<file path="config.mk">
export PLATFORM = sky130hd
export DESIGN_NAME = nibble_change_logger
export DESIGN_NICKNAME = d
export VERILOG_FILES = /design/src/rtl/nibble_log_pkg.sv /design/src/rtl/nibble_log_fifo.sv /design/src/rtl/nibble_change_logger.sv
export SDC_FILE = /design/constraint.sdc
export NUM_CORES = 1
export LEC_CHECK = 0
export ABC_AREA = 1
export BUFFER_PORTS_ARGS = -buffer_cell sky130_fd_sc_hd__buf_2
export CORE_ASPECT_RATIO = 0.7
export CORE_MARGIN = 2
export CORE_UTILIZATION = 55
export CTS_CLUSTER_DIAMETER = 80
export DETAILED_ROUTE_END_ITERATION = 7
export HOLD_SLACK_MARGIN = 0.05
export PLACE_DENSITY_LB_ADDON = 0.3
export SLEW_MARGIN = 15
export SYNTH_ARGS = -nofsm -noshare
export SYNTH_HDL_FRONTEND = slang
export SYNTH_SLANG_ARGS = --single-unit
</file>
<file path="constraint.sdc">
create_clock -name clk -period 3.6 [get_ports clk]
set_input_delay 0.36 -clock clk [delete_from_list [all_inputs] [get_ports clk]]
set_output_delay 0.36 -clock clk [all_outputs]
set_load 0.02 [all_outputs]
</file>
<file path="src/rtl/nibble_log_pkg.sv">
// Purpose: shared constants and types for the nibble change logger.
// Latency: n/a (package only).
// Backpressure: n/a (package only).
//   NIB_W     : width of the observed result bus.
//   LOG_DEPTH : default number of log entries.
//   LOG_TS_W  : default timestamp width.
//   nib_t     : one result-bus sample.
package nibble_log_pkg;

    localparam int NIB_W     = 4;
    localparam int LOG_DEPTH = 4;
    localparam int LOG_TS_W  = 8;

    typedef logic [NIB_W-1:0] nib_t;

endpackage : nibble_log_pkg

</file>
<file path="src/rtl/nibble_log_fifo.sv">
// Purpose: first-word-fall-through log buffer of {data, ts} entries with drop-on-full.
// Latency: a push at edge N is visible at the head right after edge N; the head is read straight from storage.
// Backpressure: head held while out_ready=0; a push into a full buffer is dropped unless a pop frees a slot in the same cycle.
//   clk, rst             : clock, synchronous active-high reset
//   push, push_data/ts   : write request and entry fields
//   out_valid/ready      : head handshake; out_data/out_ts present the head entry
//   count                : entries held
//   overflow             : sticky, set when a push was dropped; cleared only by rst
module nibble_log_fifo
    import nibble_log_pkg::*;
#(
    parameter int DEPTH = LOG_DEPTH,
    parameter int TS_W  = LOG_TS_W
) (
    input  logic                         clk,
    input  logic                         rst,
    input  logic                         push,
    input  logic [NIB_W-1:0]             push_data,
    input  logic [TS_W-1:0]              push_ts,
    output logic                         out_valid,
    input  logic                         out_ready,
    output logic [NIB_W-1:0]             out_data,
    output logic [TS_W-1:0]              out_ts,
    output logic [$clog2(DEPTH+1)-1:0]   count,
    output logic                         overflow
);

    localparam int AW = $clog2(DEPTH);
    localparam int CW = $clog2(DEPTH+1);

    nib_t              mem_data [DEPTH];
    logic [TS_W-1:0]   mem_ts   [DEPTH];

    // Pointers carry one extra wrap bit so full and empty are distinguishable
    // when the index bits match.
    logic [AW:0]       wptr;
    logic [AW:0]       rptr;

    logic              empty;
    logic              full;
    logic              pop;
    logic              do_push;
    logic              drop;

    assign empty = (wptr == rptr);
    assign full  = (wptr[AW] != rptr[AW]) && (wptr[AW-1:0] == rptr[AW-1:0]);

    assign out_valid = !empty;
    assign pop       = out_valid && out_ready;

    // A simultaneous pop frees the slot this push needs, so a full buffer
    // still accepts the entry in that case.
    assign do_push = push && (!full || pop);
    assign drop    = push && full && !pop;

    assign out_data = mem_data[rptr[AW-1:0]];
    assign out_ts   = mem_ts[rptr[AW-1:0]];
    assign count    = CW'(wptr - rptr);

    always_ff @(posedge clk) begin
        if (rst) begin
            wptr     <= '0;
            rptr     <= '0;
            overflow <= 1'b0;
            // Storage is cleared so the head reads as zero out of reset.
            for (int i = 0; i < DEPTH; i++) begin
                mem_data[i] <= '0;
                mem_ts[i]   <= '0;
            end
        end else begin
            if (do_push) begin
                mem_data[wptr[AW-1:0]] <= push_data;
                mem_ts[wptr[AW-1:0]]   <= push_ts;
                wptr                   <= wptr + (AW+1)'(1);
            end
            if (pop) begin
                rptr <= rptr + (AW+1)'(1);
            end
            if (drop) begin
                overflow <= 1'b1;
            end
        end
    end

endmodule : nibble_log_fifo

</file>
<file path="src/rtl/nibble_change_logger.sv">
// Purpose: samples the 4-bit result bus, logs each value change with a free-running cycle stamp.
// Latency: a change sampled at edge N is at the log head right after edge N, stamped with ts from before edge N.
// Backpressure: out_valid/out_ready drain; a full log drops new changes and sets the sticky overflow flag.
//   clk, rst        : clock, synchronous active-high reset
//   in_en, in       : sample qualifier and result value
//   out_valid/ready : log head handshake; out_data/out_ts give the head entry
//   count           : entries held; overflow: a change was dropped since reset
module nibble_change_logger
    import nibble_log_pkg::*;
#(
    parameter int DEPTH = LOG_DEPTH,
    parameter int TS_W  = LOG_TS_W
) (
    input  logic                         clk,
    input  logic                         rst,
    input  logic                         in_en,
    input  logic [NIB_W-1:0]             in,
    output logic                         out_valid,
    input  logic                         out_ready,
    output logic [NIB_W-1:0]             out_data,
    output logic [TS_W-1:0]              out_ts,
    output logic [$clog2(DEPTH+1)-1:0]   count,
    output logic                         overflow
);

    logic [TS_W-1:0] ts;
    nib_t            prev;
    logic            prev_vld;
    logic            change;

    // Free-running stamp; wraps silently.
    always_ff @(posedge clk) begin
        if (rst) begin
            ts <= '0;
        end else begin
            ts <= ts + TS_W'(1);
        end
    end

    // prev_vld is cleared by reset so the first enabled sample afterwards is
    // always treated as a change, whatever value it carries.
    assign change = in_en && (!prev_vld || (in != prev));

    always_ff @(posedge clk) begin
        if (rst) begin
            prev     <= '0;
            prev_vld <= 1'b0;
        end else if (in_en) begin
            prev     <= in;
            prev_vld <= 1'b1;
        end
    end

    nibble_log_fifo #(
        .DEPTH (DEPTH),
        .TS_W  (TS_W)
    ) u_fifo (
        .clk       (clk),
        .rst       (rst),
        .push      (change),
        .push_data (in),
        .push_ts   (ts),
        .out_valid (out_valid),
        .out_ready (out_ready),
        .out_data  (out_data),
        .out_ts    (out_ts),
        .count     (count),
        .overflow  (overflow)
    );

endmodule : nibble_change_logger

</file>
[Word level (Yosys, flattened, before mapping)]
Memory sizes are Yosys's and may differ from the RTL's. A register that Yosys moved wholly into a read port is not among the register bits.
Index checks and enable logic that the tools add are counted.
Operators by class
  mux-type cells: 15
  add/sub/neg operators: 4
  div/mod/pow operators: 0
  magnitude comparators: 0
  equality and inequality tests: 4
  shift-type cells: 0
  reductions and logical operators: 14
  bitwise operators: 0
  multipliers: 0
Operators with widths (count)
  2-to-1 mux 2 bit: 6
  adder 8 x 1 -> 8 bit (second input constant): 1
  2-to-1 mux 8 bit: 1
  OR reduction 8 bit: 1
  2-to-1 mux 1 bit: 7
  adder 3 x 1 -> 3 bit (second input constant): 2
  logical AND 1 bit: 6
  logical NOT 1 bit: 4
  2-to-1 mux 4 bit: 1
  inequality test 4 bit: 1
  OR reduction 4 bit: 1
  == test 3 bit: 1
  subtractor 3 bit: 1
  == test 2 bit: 1
  logical OR 1 bit: 2
  inequality test 1 bit: 1
Storage, ports and cells
  input bits: 8
  output and inout bits: 17
  memory bits (writable): 48
  bits in latches: 0
  memories kept: 2
  word-level logic and storage cells: 45
  memory bits (read-only): 0
  register bits: 20
Memory list
  u_fifo.mem_ts: depth 4, width 8, rd ports 1, clocked after memory_dff 1, wr ports 4, line nibble_log_fifo.sv:32  | logic [TS_W-1:0] mem_ts [DEPTH];
  u_fifo.mem_data: depth 4, width 4, rd ports 1, clocked after memory_dff 1, wr ports 4, line nibble_log_fifo.sv:31  | nib_t mem_data [DEPTH];

[Depth between registers and ports, before layout]
  depth in word-level cells: 10
  mapped depth: 10

[Hierarchy]
Synthesis repeated with hierarchy kept, for this count alone.
Second synthesis, totals
  cells, all modules: 327
  area, all modules: 3289.4 um2
Modules (own cells, without submodules)
  nibble_log_fifo: area each 2716.4 um2, cells each 248, times used 1, sequential area each 1621.6 um2
  nibble_change_logger: area each 573.0 um2, cells each 79, times used 1, sequential area each 260.2 um2

[Worst setup path after synthesis]
No wires, ideal clock.
  kind: reg-to-reg
  start point: register u_fifo.wptr[0]
  end point: memory u_fifo.mem_data[1][0] in the netlist's numbering, enable pin
  data required time: 3.250 ns
  stages on the path, launching flop included: 9
  setup time: 0.350 ns
  data arrival time: 1.790 ns
  path slack: 1.460 ns
  period minus slack after synthesis: 2.140 ns
  cells stage by stage: dfxtp_1 -> inv_1 -> ha_1 -> nand4_4 -> nand3_4 -> nor2_8 -> nand3_4 -> buf_6 -> nand2_1
RTL lines
  start, declared: line nibble_log_fifo.sv:36  | logic [AW:0] wptr;
  start signal, assigned: line nibble_log_fifo.sv:74  | wptr <= wptr + (AW+1)'(1);
  end, declared: line nibble_log_fifo.sv:31

==> impl_results.md <==
- Total GRT Usage: 23.8%
- Initial antenna violation count: 0
- Worst slew margin: 54.1%
- Power density over cell area: 629 nW/um2
- Share of cells above drive strength 1: 16.0%
- DR vias: 2,215
- CP top delay family: simple AND/OR/NAND/NOR gates
- FF-to-FF setup slack: 1.22 ns
- Arr. time, crit path: 2.37 ns
- RSZ-0062 raised after global routing: false
- Sink Count: 70
- Post-Syn Area: 3100 um2
- CP max FO: 13
- Global route overflow: 0
- Sum of buffers and inverters on the critical path: 1
- Synth top area cells: edfxtp_1, dfxtp_1, nor2_1
- GPL Wtd Cong: 0.823
- Root buf cell: clkbuf_8
- Main synth FF type: edfxtp_1
- Layout Utilization: 65.7%
- HPWL after detailed placement: 4.61 mm
- CP Class: reg2reg
- Area leader, netlist: edfxtp_1
- Final-report hold violation count: 0
- Layout area overhead: 13.3%
- Cts bufs inserted: 9
- Fin Setup TNS: 0 ns
- I/O Buffers: 24
- Clk slew on worst S/H paths: 0.07 ns
- Residual DRC count: 0
- FF-to-FF End: u_fifo.mem_ts[1][3]$_SDFFCE_PN0P_
- First-pass GRT wire length: 10.8 mm
- Io pins: 25
- Post_cts resized: 0
- Core outline area: 5340 um2
- Die X: 93.7 um
- Clock Skews: 0.00825 ns
- Post-route insts no fill: 410
- Number of global-route vias before repair: 2,173
- Status: complete, no violations
- Worst Tran Pin Value: 0.688 ns
- Yosys cell types: 27
- Final number of setup-violating endpoints: 0
- H-Tree Depth: 3
- Top cells by count, synth: nor2_1, edfxtp_1, o21ai_0
- Final worst path period share: 66.2%
- Fraction of registers with async set/reset: 0%
- CTS tree: built
- Postcts setup bufs: 0
- Die height: 66.8 um
- Detail-routed net length per standard cell: 16.1 um
- CP max stage delay: 0.45 ns
- Via-per-instance ratio: 5.40
- Hold_ws: 0.326 ns
- Most common cell on crit path: nand3_4
- Antenna Cells: 0
- Iteration-0 DRC Markers: 254
- Syn avg cell area: 10.0 um2
- EDFF count, synth: 48
- Sequential area share after synthesis: 60.8%
- Hold wc startpoint: rst
- # placed instances: 394
- Worst path slowest cell: nand2_1
- Std-Cell Rows: 22
- Worst Hold Path Cells: 2
- Pin count of the biggest net entering global routing: 26
- VDD IR-drop max: 320 uV
- P_leak: 1.38 nW
- R2R Path Start: u_fifo.wptr[0]$_SDFFE_PP0P_
- CP cell instances: inv_1, ha_1, nand4_4, nand3_4, nor2_8, nand3_4, nand2_1
- #FFs+latches synth: 70
- Post-Syn Nets: 323
- Peak Freq: 420 MHz
- Die area: 6250 um2
- Critical path launch point type: flop
- Clock Path Buffers: 2
- Synth warn: 0
- Hold Crit Endpoint: ts[0]$_SDFF_PP0_
- Yosys top cell area share: 46.6%
- WL final: 6.59 mm
- Reg2Reg Depth: 7
- Worst setup EP type: flop
- Hold crit path type: in2reg
- Layout Nets: 347
- Cells after Synth: 309
- First-pass detailed-route iteration total: 5
- Max-Cap Viols: 0
- CTS Hold Buffers Added: 0
- Most numerous cell in the Yosys netlist: nor2_1
- Initial Utilization: 58.0%
- Max-slew violation count: 0
- Post-layout min period: 2.38 ns
- CP required: 3.58 ns
- Antenna Nets Post-Route: 0
- Clock latency on the worst-skew pair: 0.35 ns
==> routing by layer <==
layer / GRT usage (%) / up-vias / wire [um]
li1: - / 1090 / -
met4: 6.34 / 0 / 69
met1: 33.5 / 1049 / 3070
met2: 34.8 / 68 / 2910
met3: 9.16 / 8 / 537
met5: 0 / - / 0
==> cells in the final DEF (no fill, tap or decap), types with 2 or more instances in the layout <==
cell type / synthesis / final
o21ai_0: 39 / 39
xor2_1: 3 / 3
inv_1: 29 / 29
edfxtp_1: 48 / 48
nor2_2: 2 / 2
bufinv_16: 0 / 4
buf_2: 1 / 24
ha_1: 5 / 5
nor2_1: 82 / 82
nor3_1: 2 / 2
nand4_1: 3 / 3
nand3_1: 2 / 2
nand2_2: 3 / 3
nand2_1: 19 / 19
a21oi_1: 12 / 12
nand3_4: 4 / 4
o22ai_1: 12 / 12
dfxtp_1: 22 / 22
clkbuf_8: 0 / 9
inv_2: 3 / 3
==> logic make-up after synthesis <==
| family | share of synthesized area [%] |
|---|---|
| compound gates | 11.3 |
| xor+xnor | 0.849 |
| fa+ha+maj | 2.67 |
| buf+inv | 6.10 |
| flops | 60.8 |
| simple gates | 18.3 |
==> stage by stage <==
stage | setup WS, ns | cell area, um2 | power [W]
2_1_floorplan | 1.46 | 3100 | 0.00126
3_3_place_gp | 1.32 | 3240 | 0.00139
3_5_place_dp | 1.22 | 3240 | 0.00140
4_1_cts | 1.22 | 3510 | 0.00221
5_1_grt | 1.10 | 3510 | 0.00230
6_report | 1.22 | 3510 | 0.00220
==> power by group <==
group	switching [W]	internal [W]	total (W)
Sequential	0.0000353	0.000915	0.000950
Clock	0.000292	0.000530	0.000822
Combinational	0.000300	0.000132	0.000432
Total	0.000627	0.00158	0.00220
==> worst max-delay path by stage <==
| stage | start | end | depth (start not counted) |
|---|---|---|---|
| 2_1_floorplan | u_fifo.wptr[0]$_SDFFE_PP0P_ | u_fifo.mem_data[1][0]$_SDFFCE_PN0P_ | 8 |
| 3_3_place_gp | u_fifo.wptr[0]$_SDFFE_PP0P_ | u_fifo.mem_data[1][2]$_SDFFCE_PN0P_ | 7 |
| 3_5_place_dp | u_fifo.wptr[0]$_SDFFE_PP0P_ | u_fifo.mem_data[1][3]$_SDFFCE_PN0P_ | 7 |
| 4_1_cts | u_fifo.wptr[0]$_SDFFE_PP0P_ | u_fifo.mem_ts[1][3]$_SDFFCE_PN0P_ | 7 |
| 5_1_grt | u_fifo.wptr[0]$_SDFFE_PP0P_ | u_fifo.mem_ts[1][3]$_SDFFCE_PN0P_ | 7 |
| 6_report | u_fifo.wptr[0]$_SDFFE_PP0P_ | u_fifo.mem_ts[1][3]$_SDFFCE_PN0P_ | 7 |
==> cell type report <==
cell class / instances / area [um2]
inverters: 32 / 120
clock buffers: 10 / 128
multi-input cells: 195 / 1020
flip-flops and latches: 70 / 1880
fillers: 446 / 1830
well taps: 72 / 90.1
clock inverters: 6 / 134
repair buffers: 25 / 128
==> registers in the layout, indices dropped and copies added, names as in the netlist, named ones only <==
name and count:
u_fifo.overflow 1, u_fifo.mem_data 16, ts 8, u_fifo.wptr 3
u_fifo.rptr 3, prev_vld 1, prev 4, u_fifo.mem_ts 32
No activity file was read; power rests on OpenSTA's default activity.
